$ cat config.mk
export PLATFORM = sky130hd
export DESIGN_NAME = sat_counter
export DESIGN_NICKNAME = d
export VERILOG_FILES = /design/src/rtl/regfile_sweep_checker_sat_counter.sv
export SDC_FILE = /design/constraint.sdc
export NUM_CORES = 1
export LEC_CHECK = 0
export BUFFER_PORTS_ARGS = -buffer_cell sky130_fd_sc_hd__buf_2
export CORE_ASPECT_RATIO = 0.6
export CORE_MARGIN = 5
export CORE_UTILIZATION = 30
export DETAILED_ROUTE_END_ITERATION = 10
export GPL_TIMING_DRIVEN = 1
export PLACE_DENSITY = 0.55
export SYNTH_ARGS = -nofsm -noshare
export SYNTH_HDL_FRONTEND = slang
export SYNTH_SLANG_ARGS = --single-unit
$ cat constraint.sdc
create_clock -name i_clock -period 2 [get_ports i_clock]
set_input_delay 0.6 -clock i_clock [delete_from_list [all_inputs] [get_ports i_clock]]
set_output_delay 0.6 -clock i_clock [all_outputs]
set_load 0.01 [all_outputs]
$ cat src/rtl/regfile_sweep_checker_sat_counter.sv
// Up-counter with synchronous clear that sticks at all-ones.
module sat_counter #(
   parameter int unsigned WIDTH = 16
) (
   input  logic             i_clock,
   input  logic             i_reset_n,
   input  logic             i_clear,
   input  logic             i_enable,
   output logic [WIDTH-1:0] o_count
);

   logic [WIDTH-1:0] r_count;

   // Clear wins over enable; increments stop once the counter is full.
   always_ff @(posedge i_clock or negedge i_reset_n) begin
      if (!i_reset_n) begin
         r_count <= '0;
      end else if (i_clear) begin
         r_count <= '0;
      end else if (i_enable && (r_count != '1)) begin
         r_count <= r_count + WIDTH'(1);
      end
   end

   assign o_count = r_count;

endmodule

== Word level (Yosys, flattened, before mapping) ==
Index checks and enable logic that the tools add are counted.

* Register bits: 16
* Bits in latches: 0
* Bits in writable memories: 0
* ROM bits: 0
* Bits of input ports: 4
* Memories kept: 0

* $add $sub $neg: 1
* Multipliers: 0
* Div/mod/pow operators: 0
* Magnitude comparators: 0
* Eq/ne operators: 1
* Shift operators: 0
* Multiplexer cells: 2
* Bitwise logic cells: 0
* Reduce and logical (&&, ||, !) cells: 2

{| class="wikitable"
|+ Operators by type and width
! kind !! count
|-
| 16-bit two-way mux || 2
|-
| 16-bit by 1-bit adder with 16-bit output (second input constant) || 1
|-
| 16-bit != test (second input constant) || 1
|-
| 2-bit nonzero test || 1
|-
| 1-bit logical AND || 1
|}

== Depth between registers and ports, before layout ==
* Depth after elaboration: 4
* Mapped depth: 6
* Depth with buffers taken out: 5

== Worst setup path after synthesis ==
Ideal clock, no wire load.

* Kind: reg2reg
* From: register r_count[0] (netlist: o_count[0])
* To: register r_count[15] (netlist: o_count[15])
* Setup time: 0.128 ns
* Arrival time: 1.670 ns
* Path slack: 0.202 ns
* Stages on the path, launching flop included: 6
* Path buffers: 0
* Cell sequence: dfrtp_1 -> ha_1 -> nand4_2 -> nor4_4 -> nor4_1 -> mux2_1

* Cells in the longest elaborated chain, start to end: 3

{| class="wikitable"
|+ RTL lines
! element !! RTL line !! RTL
|-
| start, declared || 12 || <nowiki>logic [WIDTH-1:0] r_count;</nowiki>
|-
| start signal, assigned || 21 || <nowiki>r_count <= r_count + WIDTH'(1);</nowiki>
|-
| 16-bit by 1-bit adder with 16-bit output or 16-bit != test (tied branches) || 21, 20 ||
|-
| 16-bit two-way mux or 1-bit logical AND (tied branches) || 20 || <nowiki>end else if (i_enable && (r_count != '1)) begin</nowiki>
|-
| 16-bit two-way mux or 2-bit nonzero test (tied branches) || -- ||
|}

Several ways; a longest one is shown, not always the timed one. The select of a mux whose other input is x is not followed.
A chain may end at the register's enable or synchronous reset.

== Worst setup path in the final report ==
* From: register r_count[0] (netlist: o_count[0])
* To: register r_count[3] (netlist: o_count[3])

The elaborated chain is that of the path after synthesis.

==> summary.md <==
| Metric | Value |
|---|---|
| Status | `finished, final reports clean` |
| Residual DRC | `0` |
| CP max stage delay | `roughly 0.62 ns` |
| GR Util All Layers | `between 10% and 20%` |
| Slew margin rel. | `approximately two thirds` |
| Nets | `between 100 and 150` |
| Final setup viols | `0` |
| Proportion of layout cells with a drive suffix above 1 | `32.8%` |
| Cell Rows | `15` |
| Vias in the first global route | `a little over 800` |
| Largest net degree at the start of global routing | `21` |
| Die Area | `~0.0044 mm^2` |
| Crit path cell chain | `ha_4, nand4_4, nor4_4, buf_4, buf_4, or4_2, a21oi_2` |
| Synth top cells by count | `dfrtp_1 (16), a21oi_1 (11), o31ai_1 (7)` |
| CP arrival | `about 2.1 ns` |
| Cell family with most CP delay | `simple AND/OR/NAND/NOR gates` |
| Yosys top cell area share | `approximately 42%` |
| Crit-path slowest cell | `or4_2` |
| Clock transition at path regs | `about 0.060 ns` |
| Syn nets | `103` |
| Netlist cell types | `28` |
| RSZ-0062 raised after global routing | `no` |
| Initial antenna violation count | `0` |
| Switching Power | `~140 uW` |
| Setup TNS | `0 ns` |
| Setup crit start kind | `register` |
| CP Buf/Inv Count | `2` |
| Dpl hpwl | `around 1800 um` |
| Top-count cell post-synth | `dfrtp_1` |
| Post-synth ARST share | `100%` |
| Synth Cell Area | `around 940 um^2` |
| VDD IR max | `0.258 mV` |
| Pwr Density | `522 mW/mm^2` |
| Clock share of power | `about two fifths` |
| Input/output buffers | `19` |
| Core Box Area | `0.00295 mm^2` |
| Max reg flops | `16` |
| Sink Count | `16` |
| Area Growth Syn to Fin | `25.5%` |
| Deepest clock path buffer count | `2` |
| First-pass GRT wire length | `4190 um` |
| Most used cell, CP | `buf_4` |
| CP required | `approximately 2.2 ns` |
| Cts bufs inserted | `3` |
| Comb power frac | `just under 7%` |
| Clock root buffer | `clkbuf_8` |
| Critical Path Sink Type | `register` |
| Hold_ws | `between 0.2 and 0.3 ns` |
| Sequential area share after synthesis | `42.5%` |
| Crit Path Category | `reg -> reg` |
| P_leak | `around 0.54 nW` |
| Top cells by area, synth | `dfrtp_1 (42%), a21oi_1 (5.8%), o31ai_1 (5.6%)` |
| Number of synthesized flops with an enable pin | `0` |
| Clock latency on the worst-skew pair | `0.25 ns` |
| Die span in y | `between 50 and 60 um` |
| Fin. max-slew vios | `0` |
| Final ANT Viol Nets | `0` |
| Met3 Usage GRT | `approximately 4.8%` |
| Hold buffers post-CTS | `0` |
| Predominant post-synthesis flop cell | `dfrtp_1` |
| Final critical-path required period | `~1.9 ns` |
| Mapped Avg Cell Area | `just under 10 um^2` |
| DRT Wirelength | `between 2000 and 3000 um` |
| Die width | `82.3 um` |
| Initial Util | `a little under a third` |
| Critical path depth | `7` |
| Antenna fix cells | `0` |
| 1st-pass router iterations | `4` |
| Vias per Instance | `5.45` |
| Final Hold Vio Count | `0` |
| R2R depth | `7` |
| GPL Wtd Cong | `approximately 0.82` |
| I/O Pins | `20` |
| Drt wl/cell | `15.7 um` |
| M1 GR Usage | `between 15 and 20%` |
| Total grt overflow | `0` |
| Clock skew | `roughly 0.0035 ns` |
| CTS H-Tree Depth | `1` |
| Max FO, Critical Path | `9` |
| DR vias | `approximately 890` |
| Switching share of power | `between 20% and 30%` |
| Cells after Synth | `98` |
| DR iter-0 viols | `75` |
| Achievable frequency | `514 MHz` |
| Ys Warns | `0` |
| Worst slew pin tran | `approximately 0.5 ns` |
| GR Layer Usage met2 | `19.0%` |
| Sequential power share | `53.8%` |
| Worst Hold Class | `in -> async` |
| CTS tree | `done` |
| Final Cycle Share | `a little over nine tenths` |
| Cell taking the most area after synthesis | `dfrtp_1` |
| Int Power | `~470 uW` |
| Max-cap violation count | `0` |
| Busiest grt layer | `met2` |
| FF-to-FF setup slack | `~0.055 ns` |
| #FFs+latches synth | `16` |
[placed cells by master (no fill, tap or decap), drive strengths merged, types with 5 or more instances in the layout]
master	n
nand4	7
o31ai	7
nor4	5
a21oi	11
or4	7
buf	26
nand2	6
dfrtp	16
[power by group through the flow]
stage               clock network (mW)  logic, mW  registers, mW
global route                     0.268     0.0472          0.332
CTS                              0.251     0.0385          0.331
finish                           0.243     0.0417          0.332
floorplan                            0     0.0182          0.337
detailed placement                   0     0.0384          0.337
global placement                     0     0.0370          0.336
[layer usage]
metal | share of wire, % | up-vias
met2 | 45 | 15
met3 | 5.2 | 2
met4 | 0.54 | 0
met1 | 49 | 445
met5 | 0 | -
li1 | - | 432
[cell families (layout without fill, tap and decap cells)]
logic type | after synthesis | count (layout) | share of synthesized area (%)
compound gates | 24 | 24 | 16.2
fa+ha+maj | 1 | 1 | 1.33
buf+inv | 8 | 32 | 3.98
flops | 16 | 16 | 42.5
mux | 4 | 4 | 4.78
simple gates | 45 | 45 | 31.2
[worst paths after layout]
check / start / end
min in group i_clock: o_count[14] / o_count[14]
max in group asynchronous: i_reset_n / o_count[0]
setup / recovery: o_count[0] / o_count[3]
hold / removal: i_reset_n / o_count[15]
hold reg to reg: o_count[14] / o_count[14]
setup reg to reg: o_count[0] / o_count[3]
[through the flow]
step / total power, mW / setup slack [ns] / instance area, um^2 / std cells / utilization, %
final: 0.617 / 0.0549 / 1180 / 164 / 40.1
after global routing: 0.648 / 0.00346 / 1180 / 164 / 40.1
after global placement: 0.373 / 0.113 / 1090 / 158 / 37.1
after detailed placement: 0.375 / 0.0613 / 1090 / 158 / 37.1
after floorplan: 0.356 / 0.202 / 942 / 98 / -
after CTS: 0.620 / 0.0458 / 1130 / 161 / 38.5
[area by class of cell]
cell class / count / area, um^2
Inverter: 3 / 11.3
Fill cell: 305 / 1760
Sequential cell: 16 / 400
Multi-Input combinational cell: 74 / 529
Clock buffer: 3 / 41.3
Tap cell: 42 / 52.6
Timing Repair Buffer: 26 / 148
[timing repair]
item | in CTS | in global routing
buffers inserted | 0 | 3
endpoints found under the hold margin | 0 | 0
setup endpoints to repair | 0 | 10
gates resized for setup | 0 | 4
Power figures use the tool's default switching activity.
